==> src/rtl/fixed_point_squarer.sv <==
// ---------------------------------------------------------------------------
// fixed_point_squarer
//   Sequential shift-and-add squarer for an unsigned INT_W.FRAC_W root code.
//   Produces the exact (2*INT_W).(2*FRAC_W) square and the square rounded to
//   the nearest integer (half rounds up, saturated to 2*INT_W bits), so a
//   root code can be mapped back to the integer it was derived from.
//   One operation is in flight at a time, with a valid/ready handshake on
//   both the input side and the output side.
//
// Ports
//   clk        rising-edge clock
//   rst_n      asynchronous active-low reset
//   in_valid   x is valid
//   in_ready   block accepts x (only while idle)
//   x          root code, unsigned INT_W.FRAC_W
//   out_valid  sq and n_round are valid
//   out_ready  consumer takes the result
//   sq         x*x, unsigned (2*INT_W).(2*FRAC_W), exact
//   n_round    sq rounded to nearest integer, saturated
//   busy       high while calculating or holding a result
// ---------------------------------------------------------------------------
module fixed_point_squarer #(
  parameter int INT_W  = 2,
  parameter int FRAC_W = 10
) (
  input  logic                   clk,
  input  logic                   rst_n,
  input  logic                   in_valid,
  output logic                   in_ready,
  input  logic [INT_W+FRAC_W-1:0] x,
  output logic                   out_valid,
  input  logic                   out_ready,
  output logic [2*(INT_W+FRAC_W)-1:0] sq,
  output logic [2*INT_W-1:0]     n_round,
  output logic                   busy
);

  localparam int W     = INT_W + FRAC_W;
  localparam int CNT_W = (W > 1) ? $clog2(W) : 1;
  localparam logic [CNT_W-1:0] LAST_STEP = CNT_W'(W - 1);

  typedef enum logic [1:0] {
    IDLE,
    CALC,
    DONE
  } state_t;

  state_t             state;
  logic [2*W-1:0]     acc;
  logic [2*W-1:0]     mcand;
  logic [W-1:0]       mplr;
  logic [CNT_W-1:0]   cnt;

  logic [2*W-1:0]     acc_next;
  logic [2*INT_W:0]   rnd_sum;
  logic [2*INT_W-1:0] n_next;

  // Partial-product step for the current multiplier bit, and the rounded
  // integer derived from it. On the final step acc_next already holds the
  // complete square, so the result registers load it directly.
  always_comb begin
    acc_next = acc;
    if (mplr[0]) begin
      acc_next = acc + mcand;
    end
    // Integer part plus the half bit; the extra MSB catches the carry that
    // forces saturation (e.g. 15.5 and above rounds to 16, which cannot fit).
    rnd_sum = {1'b0, acc_next[2*W-1:2*FRAC_W]}
            + {{(2*INT_W){1'b0}}, acc_next[2*FRAC_W-1]};
    n_next  = rnd_sum[2*INT_W] ? {(2*INT_W){1'b1}} : rnd_sum[2*INT_W-1:0];
  end

  // Control and datapath. The handshake outputs are registered alongside
  // the state so they change exactly on the state transitions.
  always_ff @(posedge clk or negedge rst_n) begin
    if (!rst_n) begin
      state     <= IDLE;
      acc       <= '0;
      mcand     <= '0;
      mplr      <= '0;
      cnt       <= '0;
      sq        <= '0;
      n_round   <= '0;
      in_ready  <= 1'b1;
      out_valid <= 1'b0;
      busy      <= 1'b0;
    end else begin
      case (state)
        IDLE: begin
          if (in_valid) begin
            mcand    <= {{W{1'b0}}, x};
            mplr     <= x;
            acc      <= '0;
            cnt      <= '0;
            in_ready <= 1'b0;
            busy     <= 1'b1;
            state    <= CALC;
          end
        end
        CALC: begin
          acc   <= acc_next;
          mcand <= mcand << 1;
          mplr  <= mplr >> 1;
          cnt   <= cnt + 1'b1;
          if (cnt == LAST_STEP) begin
            sq        <= acc_next;
            n_round   <= n_next;
            out_valid <= 1'b1;
            state     <= DONE;
          end
        end
        DONE: begin
          if (out_ready) begin
            out_valid <= 1'b0;
            busy      <= 1'b0;
            in_ready  <= 1'b1;
            state     <= IDLE;
          end
        end
        default: begin
          state <= IDLE;
        end
      endcase
    end
  end

endmodule
==> config.mk <==
export PLATFORM = sky130hd
export DESIGN_NAME = fixed_point_squarer
export DESIGN_NICKNAME = d
export VERILOG_FILES = /design/src/rtl/fixed_point_squarer.sv
export SDC_FILE = /design/constraint.sdc
export NUM_CORES = 1
export LEC_CHECK = 0
export ABC_AREA = 1
export BUFFER_PORTS_ARGS = -buffer_cell sky130_fd_sc_hd__buf_2
export CAP_MARGIN = 5
export CORE_MARGIN = 1.5
export CORE_UTILIZATION = 55
export CTS_CLUSTER_SIZE = 10
export DETAILED_ROUTE_END_ITERATION = 8
export HOLD_SLACK_MARGIN = 0.1
export PLACE_DENSITY = 0.75
export REMOVE_ABC_BUFFERS = 1
export SYNTH_ARGS = -nofsm -noshare
export SYNTH_HDL_FRONTEND = slang
export SYNTH_SLANG_ARGS = --single-unit
==> constraint.sdc <==
create_clock -name clk -period 5 [get_ports clk]
set_input_delay 0.5 -clock clk [delete_from_list [all_inputs] [get_ports clk]]
set_output_delay 0.5 -clock clk [all_outputs]
set_load 0.02 [all_outputs]
==> results of run 1 <==
## routing by layer
layer	vias to the layer above	track usage, %	wire (um)
met5	-	0	0
met4	0	9.80	208
met3	20	5.29	517
met2	95	41.9	5730
met1	2228	34.3	5850
li1	2359	-	-
## layout by cell type (no fill, tap or decap), types with 2 or more instances in the layout
cell	instances
o211ai_1	3
or2_2	3
xor2_1	13
nand3_2	2
nand2_1	230
nand3_1	42
a31oi_1	2
a21oi_1	22
nand4_1	5
mux2i_1	4
and2_1	3
clkbuf_8	11
xnor2_1	5
buf_4	7
o21ai_1	2
o21ai_0	53
o22ai_1	19
nor2_1	33
bufinv_16	2
o221ai_1	2
dfrtp_1	96
ha_1	26
inv_1	84
nor2_2	6
o21bai_1	4
buf_2	45
nand2_2	11
## logic make-up after synthesis
group	Yosys count	synth area share, %
AOI/OAI and AO/OA	114	12.0
xor gates and xnor gates	18	2.88
adders and majority gates	27	6.32
buffers and inverters	108	7.44
DFF	97	44.4
muxes	4	0.732
and+or+nand+nor	340	26.2
## layout make-up
type | instances | area (um2) | area share [%]
multi-input cells | 503 | 2630 | 43.5
flip-flops and latches | 97 | 2430 | 40.1
inverters | 85 | 319 | 5.27
repair buffers | 52 | 278 | 4.59
well taps | 133 | 166 | 2.75
clock buffers | 12 | 155 | 2.56
clock inverters | 4 | 73.8 | 1.22
## registers in the layout, indices dropped and copies added, names as in the netlist, 2 cells and up
signal and cells:
n_round 4, state 2, acc 24, sq 24, cnt 4, mcand 24
mplr 12
## where the power goes
part / leakage [nW] / total [mW] / switching [mW] / internal [mW]
Combinational: 1.91 / 2.69 / 1.74 / 0.953
Sequential: 1.22 / 1.39 / 0.250 / 1.14
Clock: 0.117 / 0.583 / 0.273 / 0.310
Total: 3.24 / 4.67 / 2.26 / 2.41
## through the flow
step | instance area [um2] | instances | hold WS, ns | setup slack [ns]
3_5_place_dp | 5830 | 870 | 0.461 | 2.01
6_report | 6050 | 886 | 0.138 | 2.09
5_1_grt | 6050 | 886 | 0.182 | 1.80
3_3_place_gp | 5830 | 870 | 0.458 | 2.09
2_1_floorplan | 5380 | 685 | 0.204 | 1.92
4_1_cts | 6050 | 886 | 0.161 | 2.10
## worst min path at each step
| stage | to | cells past startpoint |
|---|---|---|
| after floorplan | acc[0] | 0 |
| after global placement | sq[20] | 2 |
| after detailed placement | sq[17] | 2 |
| after CTS | acc[10] | 1 |
| after global routing | sq[11] | 1 |
| final | acc[10] | 1 |
==> flow_summary.ini, run 1 <==
[timing]
rsz0062_at_grt = no
hold_violations = 0
clock_skew_ns = 0.0120
slew_viol_final = 0
worst_pin_slew_ns = 1.10
slew-limit-headroom_pct = 26.8
setup_violations = 0
max_freq_mhz = 343
fin_crit_ns = 2.91
finalCritPeriodShare_pct = 58.2
fin_tns_setup_ns = 0

[worst_setup_path]
max_stage_delay_ns = 0.68
worstPathArrival_ns = 3.18
reg2reg_setup_slack_ns = 2.09
path_depth = 9
path_class = reg2reg
reg2reg_to = n_round[3]
start_kind = flop
cp-endpoint = n_round[3]
slowest_stage = nor2_1
crit_start = state[0]
worstPathRequired_ns = 5.27
cp_common_cell = inv_1
rr_startpoint = state[0]
path_delay_family = buffers and inverters
setup.worst_path.end_class = flop
rr_worst_depth = 9
path_cells = inv_1 -> nor2_2 -> buf_4 -> inv_1 -> nor2_1 -> inv_1 -> buf_4 -> nor2_1 -> a21oi_2
path_buf_inv = 5
path_max_fanout = 35

[clocking]
root_buffer = clkbuf_8
ctsHoldBuffers = 0
clock_path_buffers = 2
clkSlewWorstSetupHoldPaths_ns = 0.09
clk_latency_ns = 0.38
cts_tree = yes
cts_resized = 0
htreeDepth = 3
postCtsSetupRepairBufs = 0
cts.sinks = 97
cts_buffers = 9

[floorplan]
core_area_um2 = 9680
start_util_pct = 56.4
io_pins = 47
die-area_um2 = 10500
dieWidth_um = 103
dieHeight_um = 103
rows = 36

[logic_synthesis]
netlist-cell-type-count = 41
synth-seq-cells = 97
yosysTopAreaCell = dfrtp_1
synth.most_common_cell = nand2_1
seq_area_frac_synth_pct = 44.4
synth-async-reset-ratio_pct = 100
synth_ff_type = dfrtp_1
syn_inst = 708
avgSynthCellArea_um2 = 7.72
yosysWarnings = 0
yosysTopAreaCellShare_pct = 43.9
synth.area.top_cells = dfrtp_1, nand2_1, ha_1, inv_1, o21ai_0
syn_area_um2 = 5470
synth_edf_count = 0
synth_common_cells = nand2_1, dfrtp_1, inv_1

[layout]
utilization_pct = 62.5
drive_gt1_share_pct = 13.0
antenna_cells = 0
nFillCells = 850
areaGrowthSynthToFinish_pct = 10.8
nets = 791

[routing]
final_antenna_net_count = 0
routed_wl_um = 12300
wl_per_cell_um = 13.9
vias = 4702
initialDrtViolationCount = 187
drc = 0
firstDrtPassIters = 5
post_drt_via_cell_ratio = 5.31

[global_routing]
grt_pass1_vias = 4562
grtUsageTotal_pct = 25.8
grt_max_degree = 51
grt_pass1_wl_um = 21000
antenna_found_initial = 0
gr-total-overflow = 0

[power]
power.total_mw = 4.67
p_leak_nw = 3.24
ir_drop_v = 0.000450
powerDensity_nw_per_um2 = 771

[placed_design]
place_congestion = 0.935
hpwlAfterDp_um = 8700
numPortBuffers = 46

[run_status]
outcome = finished, final reports clean

[run]
maxCapViolCount = 0

[min_path]
hp-class = in2async
Note: power is estimated with default switching activity, not from simulation.
==> inputs of run 2 (changes only) <==
Settings changed: ABC_AREA 1 to 0, CORE_UTILIZATION 55 to 54, PLACE_DENSITY 0.75 to 0.77.
Clock period 5 ns to 2.4 ns, I/O delays scaled along.
==> flow_summary.ini, run 2 <==
[run_status]
outcome = finished, violations left
failed_checks = setup timing

[logic_synthesis]
syn_inst = 573
synth-seq-cells = 97
avgSynthCellArea_um2 = 9.46
synth_edf_count = 0
synth_common_cells = dfrtp_1, nand2_1, o21ai_0
synth-async-reset-ratio_pct = 100
synth_ff_type = dfrtp_1
synth.area.top_cells = dfrtp_1, ha_1, nand2_1, o21ai_0, a22o_1
syn_area_um2 = 5420
synth_fa_ha_area_share_pct = 6.37
synth.most_common_cell = dfrtp_1
synth.area.mux_share_pct = 4.01
netlist-cell-type-count = 58
yosysTopAreaCell = dfrtp_1
synth-xor-area-share_pct = 2.91
synth_top_family_by_area = compound AO/OA/AOI/OAI gates
yosysWarnings = 0
yosys.area_share.simple_pct = 13.9
synth_compound_area_share_pct = 25.2
seq_area_frac_synth_pct = 44.8
yosysTopAreaCellShare_pct = 44.3

[min_path]
min_to = state[1]
hold_depth = 4
hp-class = in2reg
hp-start = out_ready

[layout]
mostFrequentLayoutCells = buf_4, dfrtp_1, nand2_1, o21ai_0, buf_2
drive_gt1_share_pct = 35.8
nFillCells = 677
mostFrequentLayoutCell = buf_4
antenna_cells = 0
nets = 772
areaGrowthSynthToFinish_pct = 35.7
utilization_pct = 75.3
reg_top3 = acc (24), mcand (24), sq (24)

[timing]
hold_ws_ns = 0.118
worst_pin_slew_ns = 0.734
rsz0062_at_grt = yes
finalWorstSetupSlack_ns = -0.724
slew-limit-headroom_pct = 51.0
fin_tns_setup_ns = -5.27
clock_skew_ns = 0.0118
max_freq_mhz = 320
finalCritPeriodShare_pct = 130
setup_violations = 22
slew_viol_final = 0
fin_crit_ns = 3.12
hold_violations = 0

[routing]
final_antenna_net_count = 0
initialDrtViolationCount = 229
firstDrtPassIters = 5
post_drt_via_cell_ratio = 5.86
vias = 5080
routed_wl_um = 15200
drc = 0
wl_per_cell_um = 17.5

[power]
comb_power_share_pct = 60.2
switching_share_pct = 42.6
seqPwrFrac_pct = 28.2
p_leak_nw = 3.46
power.total_mw = 9.80
ir_drop_v = 0.000777
pwr-share-clk_pct = 11.6
power.switching_mw = 4.18
powerDensity_nw_per_um2 = 1330
p_int_mw = 5.62

[worst_setup_path]
setup.worst_path.end_class = flop
worstPathArrival_ns = 3.38
reg2reg_setup_slack_ns = -0.72
path_cells = ha_2 -> inv_2 -> fa_2 -> nor2b_4 -> o31ai_4 -> a31oi_2 -> o211a_1 -> o211a_1 -> or3_4 -> a31o_4 -> ha_4 -> ha_4 -> nor3_2 -> a211oi_2
path_class = reg2reg
path_max_fanout = 4
slowest_stage = dfrtp_1
rr_startpoint = acc[0]
max_stage_delay_ns = 0.39
reg2reg_to = n_round[3]
path_delay_family = compound AO/OA/AOI/OAI gates
rr_worst_depth = 14
start_kind = flop
worstPathRequired_ns = 2.65
path_buf_inv = 1

[global_routing]
grt_max_degree = 52
antenna_found_initial = 0
gr-total-overflow = 0
grt_pass1_wl_um = 22800
grtUsageTotal_pct = 27.6
grt_pass1_vias = 5010

[floorplan]
io_pins = 47
start_util_pct = 55.5
rows = 36
dieWidth_um = 103
core_area_um2 = 9770
dieHeight_um = 103
die-area_um2 = 10700

[clocking]
cts_tree = yes
clkSlewWorstSetupHoldPaths_ns = 0.09
cts_buffers = 9
clock_path_buffers = 2
clk_latency_ns = 0.38
htreeDepth = 3
cts.sinks = 97
root_buffer = clkbuf_8

[run]
maxCapViolCount = 0

[placed_design]
hpwlAfterDp_um = 9410
place_congestion = 0.911
numPortBuffers = 46
==> run 2: changes by cell type in the layout (fill, tap and decap cells not counted), sizes merged, moves of 9 or more <==
cell and change:
o21ai +19, buf +122, a22oi +21, a21oi +9, o22ai -19, nand3 -34
mux2i +14, a22o +25, nand2 -157, nor2b +14, inv -75, nor2 -17
==> run 2: worst max-delay path by stage <==
stage              from          to  slack (ns)  depth (start not counted)
2_1_floorplan  state[0]     acc[11]       -0.85                          3
3_3_place_gp     acc[0]  n_round[2]       -0.82                         14
3_5_place_dp     acc[0]  n_round[2]       -0.90                         14
4_1_cts        mcand[0]  n_round[2]       -0.68                         14
5_1_grt          acc[0]  n_round[3]       -0.82                         14
6_report         acc[0]  n_round[3]       -0.72                         14
==> run 2: per-stage QoR <==
stage	instance area (um2)	instances	setup slack, ns
floorplan	5310	543	-0.846
global placement	6500	825	-0.817
detailed placement	6500	825	-0.898
CTS	7060	856	-0.684
global route	7360	867	-0.815
finish	7360	867	-0.724
==> run 2: timing repair <==
item | in CTS | in global routing
endpoints found under the hold margin | 50 | 0
setup buffers | 17 | 17
hold buffers | 1 | 0
setup endpoints to repair | 17 | 30
resized for setup | 44 | 58
pin swaps | 35 | 31
==> run 2: area by class of cell <==
cell class | count | area [um2] | share of cell area [%]
clock buffers | 13 | 169 | 2.30
clock inverters | 3 | 47.5 | 0.646
inverters | 11 | 41.3 | 0.561
multi-input cells | 435 | 3240 | 44.0
flip-flops and latches | 97 | 2430 | 33.0
well taps | 133 | 166 | 2.26
repair buffers | 175 | 1270 | 17.2
==> run 2: routing by layer <==
layer	GRT usage, %	vias to the layer above	share of wire [%]
met2	47.7	155	52
met5	0	-	0
met3	5.11	57	3.9
met1	33.6	2461	40
li1	-	2407	-
met4	12.6	0	4.3
==> run 2: cells by family (layout without fill, tap and decap cells) <==
kind of cell    after synthesis  after routing
buf+inv                      41            202
flops                        97             97
fa+ha+maj                    27             27
simple gates                163            163
compound gates              206            206
xor+xnor                     18             18
mux                          21             21
==> run 2: worst reg2reg max path: cells and delay by family, from the launching register on <==
family                   cells  cell delay [ns]
adder cells (fa/ha/maj)      4             0.75
AO/OA/AOI/OAI                6             1.24
flip-flops                   1             0.39
AND/OR/NAND/NOR              3             0.59
buffers and inverters        1             0.05
==> run 2: power by group through the flow <==
stage / registers [mW] / logic (mW) / clock network [mW]
floorplan: 3.03 / 2.59 / 0
global placement: 2.70 / 4.74 / 0
detailed placement: 2.74 / 4.91 / 0
CTS: 2.75 / 5.40 / 1.15
global route: 2.83 / 6.39 / 1.22
finish: 2.76 / 5.90 / 1.14
